==> src/rtl/exe_stage.sv <==
// Execute stage: latches the decode bus, computes ALU / multiply / iterative divide
// results, issues data-SRAM requests and forwards a 76-bit bus to the memory stage.
module exe_stage (
   input  logic         clk,
   input  logic         resetn,
   input  logic         ms_allowin,
   output logic         es_allowin,
   input  logic         ds_to_es_valid,
   input  logic [167:0] ds_to_es_bus,
   output logic         es_to_ms_valid,
   output logic [75:0]  es_to_ms_bus,
   output logic         out_es_valid,
   output logic         data_sram_en,
   output logic [3:0]   data_sram_we,
   output logic [31:0]  data_sram_addr,
   output logic [31:0]  data_sram_wdata
);

   typedef enum logic [1:0] {
      DIV_IDLE = 2'd0,
      DIV_BUSY = 2'd1,
      DIV_DONE = 2'd2
   } div_state_e;

   logic         es_valid_r;
   logic [167:0] bus_r;
   div_state_e   state_r;
   div_state_e   state_s;
   logic [4:0]   cnt_r;
   logic [31:0]  div_q_r;
   logic [31:0]  div_rem_r;
   logic [31:0]  div_b_r;
   logic         q_neg_r;
   logic         r_neg_r;

   logic [11:0]  alu_op_s;
   logic         src1_is_pc_s;
   logic [31:0]  pc_s;
   logic [31:0]  rj_value_s;
   logic         src2_is_imm_s;
   logic [31:0]  imm_s;
   logic [31:0]  rkd_value_s;
   logic         gr_we_s;
   logic [4:0]   dest_s;
   logic         res_from_mem_s;
   logic [3:0]   mem_we_s;
   logic [6:0]   divmul_op_s;
   logic [7:0]   ldst_op_s;

   assign {alu_op_s, src1_is_pc_s, pc_s, rj_value_s, src2_is_imm_s, imm_s,
           rkd_value_s, gr_we_s, dest_s, res_from_mem_s, mem_we_s,
           divmul_op_s, ldst_op_s} = bus_r;

   logic mul_w_s, mulh_w_s, mulh_wu_s, div_w_s, mod_w_s, div_wu_s, mod_wu_s;
   assign {mul_w_s, mulh_w_s, mulh_wu_s, div_w_s, mod_w_s, div_wu_s, mod_wu_s} = divmul_op_s;

   logic is_div_s;
   logic is_mul_s;
   logic is_load_s;
   logic is_store_s;
   logic es_ready_go_s;
   logic div_start_s;

   assign is_div_s   = div_w_s | mod_w_s | div_wu_s | mod_wu_s;
   assign is_mul_s   = mul_w_s | mulh_w_s | mulh_wu_s;
   assign is_load_s  = |ldst_op_s[7:3];
   assign is_store_s = |ldst_op_s[2:0];

   assign es_ready_go_s  = (es_valid_r & is_div_s) ? (state_r == DIV_DONE) : 1'b1;
   assign es_allowin     = ~es_valid_r | (es_ready_go_s & ms_allowin);
   assign es_to_ms_valid = es_valid_r & es_ready_go_s;
   assign out_es_valid   = es_valid_r;
   assign div_start_s    = es_valid_r & is_div_s & (state_r == DIV_IDLE);

   // Pipeline valid bit and decode-bus latch
   always_ff @(posedge clk or negedge resetn) begin
      if (!resetn) begin
         es_valid_r <= 1'b0;
         bus_r      <= 168'd0;
      end else if (es_allowin) begin
         es_valid_r <= ds_to_es_valid;
         if (ds_to_es_valid) begin
            bus_r <= ds_to_es_bus;
         end
      end
   end

   // Operand selection and ALU
   logic [31:0] src1_s;
   logic [31:0] src2_s;
   logic [31:0] add_res_s;
   logic [31:0] sub_res_s;
   logic [31:0] slt_res_s;
   logic [31:0] sltu_res_s;
   logic [31:0] sra_res_s;
   logic [31:0] alu_res_s;

   assign src1_s     = src1_is_pc_s  ? pc_s  : rj_value_s;
   assign src2_s     = src2_is_imm_s ? imm_s : rkd_value_s;
   assign add_res_s  = src1_s + src2_s;
   assign sub_res_s  = src1_s - src2_s;
   assign slt_res_s  = {31'd0, ($signed(src1_s) < $signed(src2_s))};
   assign sltu_res_s = {31'd0, (src1_s < src2_s)};
   assign sra_res_s  = $signed(src1_s) >>> src2_s[4:0];

   assign alu_res_s = ({32{alu_op_s[0]}}  & add_res_s)
                    | ({32{alu_op_s[1]}}  & sub_res_s)
                    | ({32{alu_op_s[2]}}  & slt_res_s)
                    | ({32{alu_op_s[3]}}  & sltu_res_s)
                    | ({32{alu_op_s[4]}}  & (src1_s & src2_s))
                    | ({32{alu_op_s[5]}}  & ~(src1_s | src2_s))
                    | ({32{alu_op_s[6]}}  & (src1_s | src2_s))
                    | ({32{alu_op_s[7]}}  & (src1_s ^ src2_s))
                    | ({32{alu_op_s[8]}}  & (src1_s << src2_s[4:0]))
                    | ({32{alu_op_s[9]}}  & (src1_s >> src2_s[4:0]))
                    | ({32{alu_op_s[10]}} & sra_res_s)
                    | ({32{alu_op_s[11]}} & src2_s);

   // Sign-extend to 64 bits only for the signed high-word form; the low word is sign-agnostic
   logic [63:0] mul_a_s;
   logic [63:0] mul_b_s;
   logic [63:0] mul_prod_s;
   logic [31:0] mul_res_s;

   assign mul_a_s    = {{32{mulh_w_s & src1_s[31]}}, src1_s};
   assign mul_b_s    = {{32{mulh_w_s & src2_s[31]}}, src2_s};
   assign mul_prod_s = mul_a_s * mul_b_s;
   assign mul_res_s  = mul_w_s ? mul_prod_s[31:0] : mul_prod_s[63:32];

   // Divider operand magnitudes and one restoring step
   logic        div_signed_s;
   logic [31:0] abs_a_s;
   logic [31:0] abs_b_s;
   logic [32:0] rem_shift_s;
   logic        rem_ge_s;
   logic [31:0] rem_sub_s;

   assign div_signed_s = div_w_s | mod_w_s;
   assign abs_a_s      = (div_signed_s & rj_value_s[31])  ? (32'd0 - rj_value_s)  : rj_value_s;
   assign abs_b_s      = (div_signed_s & rkd_value_s[31]) ? (32'd0 - rkd_value_s) : rkd_value_s;
   assign rem_shift_s  = {div_rem_r, div_q_r[31]};
   assign rem_ge_s     = (rem_shift_s >= {1'b0, div_b_r});
   assign rem_sub_s    = rem_shift_s[31:0] - div_b_r;

   // Divider state register
   always_ff @(posedge clk or negedge resetn) begin
      if (!resetn) begin
         state_r <= DIV_IDLE;
      end else begin
         state_r <= state_s;
      end
   end

   // Divider next-state logic
   always_comb begin
      state_s = state_r;
      case (state_r)
         DIV_IDLE: begin
            if (div_start_s) state_s = DIV_BUSY;
            else             state_s = DIV_IDLE;
         end
         DIV_BUSY: begin
            if (cnt_r == 5'd31) state_s = DIV_DONE;
            else                state_s = DIV_BUSY;
         end
         DIV_DONE: begin
            if (es_valid_r & ms_allowin) state_s = DIV_IDLE;
            else                         state_s = DIV_DONE;
         end
         default: state_s = DIV_IDLE;
      endcase
   end

   // Divider datapath: latch operands on start, shift one quotient bit per busy cycle
   always_ff @(posedge clk or negedge resetn) begin
      if (!resetn) begin
         cnt_r     <= 5'd0;
         div_q_r   <= 32'd0;
         div_rem_r <= 32'd0;
         div_b_r   <= 32'd0;
         q_neg_r   <= 1'b0;
         r_neg_r   <= 1'b0;
      end else begin
         case (state_r)
            DIV_IDLE: begin
               if (div_start_s) begin
                  cnt_r     <= 5'd0;
                  div_q_r   <= abs_a_s;
                  div_rem_r <= 32'd0;
                  div_b_r   <= abs_b_s;
                  q_neg_r   <= div_signed_s & (rj_value_s[31] ^ rkd_value_s[31]);
                  r_neg_r   <= div_signed_s & rj_value_s[31];
               end
            end
            DIV_BUSY: begin
               cnt_r     <= cnt_r + 5'd1;
               div_q_r   <= {div_q_r[30:0], rem_ge_s};
               div_rem_r <= rem_ge_s ? rem_sub_s : rem_shift_s[31:0];
            end
            DIV_DONE: begin
               cnt_r <= cnt_r;
            end
            default: begin
               cnt_r <= 5'd0;
            end
         endcase
      end
   end

   logic [31:0] div_quot_s;
   logic [31:0] div_remd_s;
   logic [31:0] div_res_s;
   logic [31:0] es_result_s;

   assign div_quot_s = q_neg_r ? (32'd0 - div_q_r)   : div_q_r;
   assign div_remd_s = r_neg_r ? (32'd0 - div_rem_r) : div_rem_r;
   assign div_res_s  = (div_w_s | div_wu_s) ? div_quot_s : div_remd_s;

   // Final result select
   always_comb begin
      es_result_s = alu_res_s;
      if (is_div_s) begin
         es_result_s = div_res_s;
      end else if (is_mul_s) begin
         es_result_s = mul_res_s;
      end else begin
         es_result_s = alu_res_s;
      end
   end

   assign es_to_ms_bus = {ldst_op_s[7:3], res_from_mem_s, gr_we_s, dest_s, es_result_s, pc_s};

   // Data SRAM request; halfword stores align the lane shift to even bytes
   logic [1:0] we_shift_s;

   assign data_sram_en   = es_valid_r & es_ready_go_s & ms_allowin & (is_load_s | is_store_s);
   assign data_sram_addr = alu_res_s;
   assign we_shift_s     = ldst_op_s[1] ? {alu_res_s[1], 1'b0} : alu_res_s[1:0];
   assign data_sram_we   = (data_sram_en & is_store_s) ? (mem_we_s << we_shift_s) : 4'b0000;

   // Store data lane replication
   always_comb begin
      data_sram_wdata = rkd_value_s;
      if (ldst_op_s[2]) begin
         data_sram_wdata = {4{rkd_value_s[7:0]}};
      end else if (ldst_op_s[1]) begin
         data_sram_wdata = {2{rkd_value_s[15:0]}};
      end else begin
         data_sram_wdata = rkd_value_s;
      end
   end

endmodule

==> config.mk <==
export PLATFORM = sky130hd
export DESIGN_NAME = exe_stage
export DESIGN_NICKNAME = d
export VERILOG_FILES = /design/src/rtl/exe_stage.sv
export SDC_FILE = /design/constraint.sdc
export NUM_CORES = 2
export LEC_CHECK = 0
export ABC_AREA = 1
export CAP_MARGIN = 20
export CORE_ASPECT_RATIO = 1.4
export CORE_MARGIN = 2
export CORE_UTILIZATION = 45
export DETAILED_ROUTE_END_ITERATION = 8
export HOLD_SLACK_MARGIN = 0.06
export SLEW_MARGIN = 20
export SYNTH_ARGS = -nofsm -noshare
export SYNTH_HDL_FRONTEND = slang
export SYNTH_SLANG_ARGS = --single-unit
export TNS_END_PERCENT = 50
==> constraint.sdc <==
create_clock -name clk -period 17 [get_ports clk]
set_input_delay 5.1 -clock clk [delete_from_list [all_inputs] [get_ports clk]]
set_output_delay 5.1 -clock clk [all_outputs]
set_load 0.005 [all_outputs]
# After elaboration in Yosys (flattened, before gate mapping)
# Cells that the tools add are included.
# word_totals
ff_bits,274
inputBits,172
output_inout_bits,148
elab_cells,114
# classes
addsub,8
n_mul,1
magnitude_cmp,3
n_eq_ne,4
shifts,4
mux,26
n_bitwise,51
reduce_logical,8
# op_table
cell,count
32-bit two-way mux,15
32-bit bitwise OR,12
32-bit bitwise AND,11
32-bit one-hot mux with 2 select lines,2
"1-bit by 32-bit subtractor with 32-bit output, first input constant",4
32-bit by 1-bit bitwise AND with 32-bit output,2
32-bit < comparator,2
33-bit by 33-bit multiplier with 64-bit output,1
32-bit subtractor,2
33-bit by 32-bit >= comparator with 1-bit output,1
32-bit adder,1
32-bit inverter,1
32-bit by 5-bit left shift with 32-bit output,1
32-bit by 5-bit right shift with 32-bit output,1
32-bit by 5-bit >>> shifter with 32-bit output,1
32-bit XOR,1
5-bit one-hot mux with 3 select lines,1
1-bit bitwise AND,13
1-bit bitwise OR,8
2-bit AND reduction,4
2-bit one-hot mux with 3 select lines,1
"5-bit by 1-bit adder with 5-bit output, second input constant",1
"5-bit equality test, second input constant",1
5-bit two-way mux,1
other kinds (13),17

# Longest topological paths before layout
# logic_depth
depth_word,17
ltp_mapped,42
depth_no_buf,40

# Least setup slack after synthesis
# No wires, ideal clock.
# synth_path
path_type,reg2out
startpoint,register bus_r[155]
endpoint,output port es_to_ms_bus[62]
t_arrival_ns,7.775
required_time_ns,11.900
slack_ns,4.125
stages_incl_launch_ff,37
path_cell_list,dfrtp_1 -> buf_6 -> buf_6 -> nand2_1 -> nand2_1 -> inv_2 -> nor2_1 -> clkinv_1 -> clkbuf_1 -> nor2_1 -> fa_1 -> inv_1 -> fa_1 -> inv_1 -> fa_1 -> inv_1 -> fa_1 -> fa_1 -> fa_1 -> inv_1 -> fa_1 -> inv_1 -> fa_1 -> inv_1 -> ha_1 -> inv_1 -> nor3_1 -> inv_1 -> nor2_1 -> nand2_1 -> nor3_1 -> nand2_1 -> nand3_1 -> nand3_1 -> a21oi_1 -> nand2_1 -> nand2_1
# synth_between
elab_chain_cells,16
word_cells_on_any_way,35
cone_classes,add/sub (2); mul (1); shift (3); mux (4); bitwise (25)
# synth_lines
item,line,rtl
"start, declared",26,logic [167:0] bus_r;
"start signal, assigned",83,bus_r <= ds_to_es_bus;
32-bit two-way mux *,98,assign src1_s = src1_is_pc_s ? pc_s : rj_value_s;
32-bit adder / 32-bit subtractor (equally long branches),"100, 101",
32-bit bitwise AND (on tied branches),"106, 107",
32-bit bitwise OR,107,| ({32{alu_op_s[1]}} & sub_res_s)
32-bit bitwise OR,108,| ({32{alu_op_s[2]}} & slt_res_s)
32-bit bitwise OR,109,| ({32{alu_op_s[3]}} & sltu_res_s)
32-bit bitwise OR,110,| ({32{alu_op_s[4]}} & (src1_s & src2_s))
32-bit bitwise OR,111,| ({32{alu_op_s[5]}} & ~(src1_s | src2_s))
32-bit bitwise OR,112,| ({32{alu_op_s[6]}} & (src1_s | src2_s))
32-bit bitwise OR,113,| ({32{alu_op_s[7]}} & (src1_s ^ src2_s))
32-bit bitwise OR,114,| ({32{alu_op_s[8]}} & (src1_s << src2_s[4:0]))
32-bit bitwise OR,115,| ({32{alu_op_s[9]}} & (src1_s >> src2_s[4:0]))
32-bit bitwise OR,116,| ({32{alu_op_s[10]}} & sra_res_s)
32-bit bitwise OR,117,| ({32{alu_op_s[11]}} & src2_s);
32-bit two-way mux *,224,end else if (is_mul_s) begin
32-bit two-way mux *,222,if (is_div_s) begin
"end, declared",11,"output logic [75:0] es_to_ms_bus,"
# Every way passes the cells marked *; elsewhere a longest branch is shown, timed or not.

# Worst setup path in the final report
# layout_path
startpoint,register bus_r[90]
endpoint,output port es_to_ms_bus[35]
# layout_between
elab_chain_cells,16
word_cells_on_any_way,36
cone_classes,add/sub (2); mul (1); shift (3); mux (4); bitwise (26)
# layout_lines
item,line,rtl
32-bit two-way mux *,99,assign src2_s = src2_is_imm_s ? imm_s : rkd_value_s;
32-bit adder / 32-bit subtractor (equally long branches),"100, 101",
32-bit bitwise AND (on tied branches),"106, 107",
32-bit bitwise OR,107,
32-bit bitwise OR,108,
32-bit bitwise OR,109,
32-bit bitwise OR,110,
32-bit bitwise OR,111,
32-bit bitwise OR,112,
32-bit bitwise OR,113,
32-bit bitwise OR,114,
32-bit bitwise OR,115,
32-bit bitwise OR,116,
32-bit bitwise OR,117,
32-bit two-way mux *,224,
32-bit two-way mux *,222,
# Marks and branches as above.

==> impl_metrics.py <==
metrics = {
    "layout": {
        "fin_area_sq_um": 73190,
        "nets": 10870,
        "syn2layout_area_growth_pct": 9.771,
        "nFillCells": 15170,
        "fin_util": 0.4961,
        "drive_gt1_frac": 0.06038,
        "mostFrequentLayoutCell": "nand2_1",
        "final_cell_mix": "2,054 x nand2_1, 1,737 x inv_1, 1,128 x fa_1",
    },
    "detailed_routing": {
        "drt_iter0_markers": 6882,
        "drc": 0,
        "vias": 67460,
        "drt_pass1_iterations": 6,
        "vias_per_cell": 6.016,
        "drt-total-wl_um": 364400,
        "antenna_left": 0,
        "wire_per_inst_um": 32.50,
    },
    "global_route": {
        "gr-total-overflow": 0,
        "track_usage": 0.4827,
        "antenna_found_initial": 44,
        "grt_pass1_wl_um": 507300,
        "grt_max_degree": 134,
        "grt_pass1_vias": 68780,
    },
    "timing": {
        "setup-violations-final": 0,
        "maxSlewViolCount": 0,
        "worst_pin_slew_ns": 1.340,
        "fin_crit_ns": 16.94,
        "finalHoldViolCount": 0,
        "setup_tns_ns": 0,
        "min_period_over_period": 0.9963,
        "fmax_mhz": 59.04,
        "slew-limit-headroom": 0.1037,
        "clock_skew_ns": 0.04775,
    },
    "floorplanning": {
        "rows": 167,
        "design.die.area_sq_um": 151300,
        "die_y_um": 459.4,
        "ios": 320,
        "start_util": 0.4520,
        "dieWidth_um": 329.3,
        "core_sq_um": 147500,
    },
    "clock_network": {
        "cts.path.max_buffers": 3,
        "cts-buffers-inserted": 27,
        "tritoncts": "built",
        "postCtsHoldBufs": 0,
        "cts_sinks": 274,
        "htreeDepth": 1,
        "cts_root_buffer": "clkbuf_16",
        "clkTransAtPathRegs_ns": 0.07,
        "insertion_delay_ns": 0.63,
    },
    "run_status": {
        "status": "completed",
    },
    "setup_path": {
        "startpoint": "bus_r[90]",
        "required_ns": 11.90,
        "critPathMaxFanout": 29,
        "startpoint_type": "flip-flop",
        "crit_slowest_cell": "o21ai_0",
        "worst_setup_path_end_kind": "primary output",
        "critPathMostFrequentCell": "fa_1",
        "regToRegStartpoint": "bus_r[11]",
        "slowest_delay_ns": 0.78,
        "worst_ep_arrival_time_ns": 11.84,
        "worstSetupPathType": "reg2out",
    },
    "logic_synthesis": {
        "yosysWarningCount": 0,
        "synth_edf_count": 0,
        "async_reset_ff_frac": 1.000,
        "ys_seq_area_frac": 0.1028,
        "yosys.cell_types.count": 68,
        "syn_area_per_cell_sq_um": 7.330,
        "synth_cells": 9096,
        "synth_ff_type": "dfrtp_1",
        "ys_ff_latch": 274,
        "synth_nets": 10740,
        "syn_area_sq_um": 66670,
    },
    "worst_hold_path": {
        "hp-class": "reg2reg",
        "min-delay-start": "div_b_r[4]",
    },
    "placed_design": {
        "hpwlAfterDp_um": 296400,
        "dpl_cell_area_sq_um": 72040,
        "place_congestion": 1.182,
        "port_buffers": 319,
    },
    "run": {
        "maxCapViolations": 0,
    },
}
[critical path, delay by kind of cell, from the launching register on]
kind	cells	cell delay, ns
adders and majority gates	9	4.72
AOI/OAI and AO/OA	7	2.49
buffers and inverters	9	2.41
and+or+nand+nor	6	0.98
DFF	1	0.54
[layout make-up]
type / instances / area, sq um / area share
diodes: 29 / 72.57 / 0.0009915
clock buffers: 36 / 709.4 / 0.009693
clock inverters: 11 / 195.2 / 0.002667
inverters: 1799 / 6764 / 0.09242
multi-input cells: 6586 / 51200 / 0.6995
flip-flops and latches: 274 / 6862 / 0.09375
well taps: 1943 / 2431 / 0.03322
repair buffers: 536 / 4959 / 0.06775
[registers in the layout, summed over array words and instances, names as in the netlist]
name	flops
state_r	2
bus_r	168
r_neg_r	1
div_q_r	32
q_neg_r	1
div_b_r	32
cnt_r	5
div_rem_r	32
out_es_valid	1
[cells in the mapped netlist (40+ instances only)]
cell | instances | area (sq um)
a21oi_1 | 435 | 2177
buf_2 | 58 | 290.3
buf_4 | 66 | 495.5
clkbuf_1 | 246 | 923.4
dfrtp_1 | 274 | 6857
fa_1 | 1128 | 22580
ha_1 | 347 | 4342
inv_1 | 1746 | 6554
mux2_2 | 80 | 900.9
nand2_1 | 2059 | 7729
nand3_1 | 506 | 2532
nand4_1 | 89 | 556.8
nor2_1 | 890 | 3341
nor3_1 | 74 | 370.4
o21ai_0 | 429 | 2147
o21ai_1 | 54 | 270.3
o21bai_1 | 40 | 300.3
xor2_1 | 58 | 508.0
[metrics by stage]
| stage | hold WS (ns) | cells | setup slack, ns |
|---|---|---|---|
| final | 0.4897 | 11210 | 0.06214 |
| after global routing | 0.5118 | 11190 | -0.003615 |
| after CTS | 0.4934 | 11170 | 0.3211 |
| after detailed placement | 0.4775 | 11130 | 0.9880 |
| after global placement | 0.4695 | 11130 | 0.5180 |
| after floorplan | 0.4530 | 9096 | 4.125 |
[worst paths after layout]
kind / to / slack [ns] / cells past startpoint
worst max-delay path: es_to_ms_bus[35] / 0.06 / 31
min in group asynchronous: bus_r[133] / 4.47 / 1
worst max register to register: div_q_r[31] / 12.03 / 13
worst min-delay path: div_b_r[4] / 0.49 / 2
worst min register to register: div_b_r[4] / 0.49 / 2
max in group asynchronous: bus_r[19] / 10.29 / 3
[cell families (layout without fill, tap and decap cells)]
family,count (synthesis),in the layout,synth area share
mux,94,94,0.01588
simple gates,3754,3754,0.2326
other cells,0,29,0
xor+xnor,71,71,0.009327
buf+inv,2236,2382,0.1337
compound gates,1192,1192,0.1019
fa+ha+maj,1475,1475,0.4038
flops,274,274,0.1028
[routing by layer]
metal | global-route usage | share of wire | vias to the layer above
met5 | 0 | 0.00048 | -
met4 | 0.5030 | 0.13 | 22
met3 | 0.1445 | 0.10 | 1621
met2 | 0.7494 | 0.44 | 4341
met1 | 0.5047 | 0.32 | 33330
li1 | - | - | 28150
[repair_timing]
item                       4_1_cts  5_1_grt
resized for setup                0        9
setup endpoints to repair        0       26
setup buffers                    0        6
Power is not shown: default switching activity piles up to over one toggle a cycle in this logic, so the estimate is an artifact.
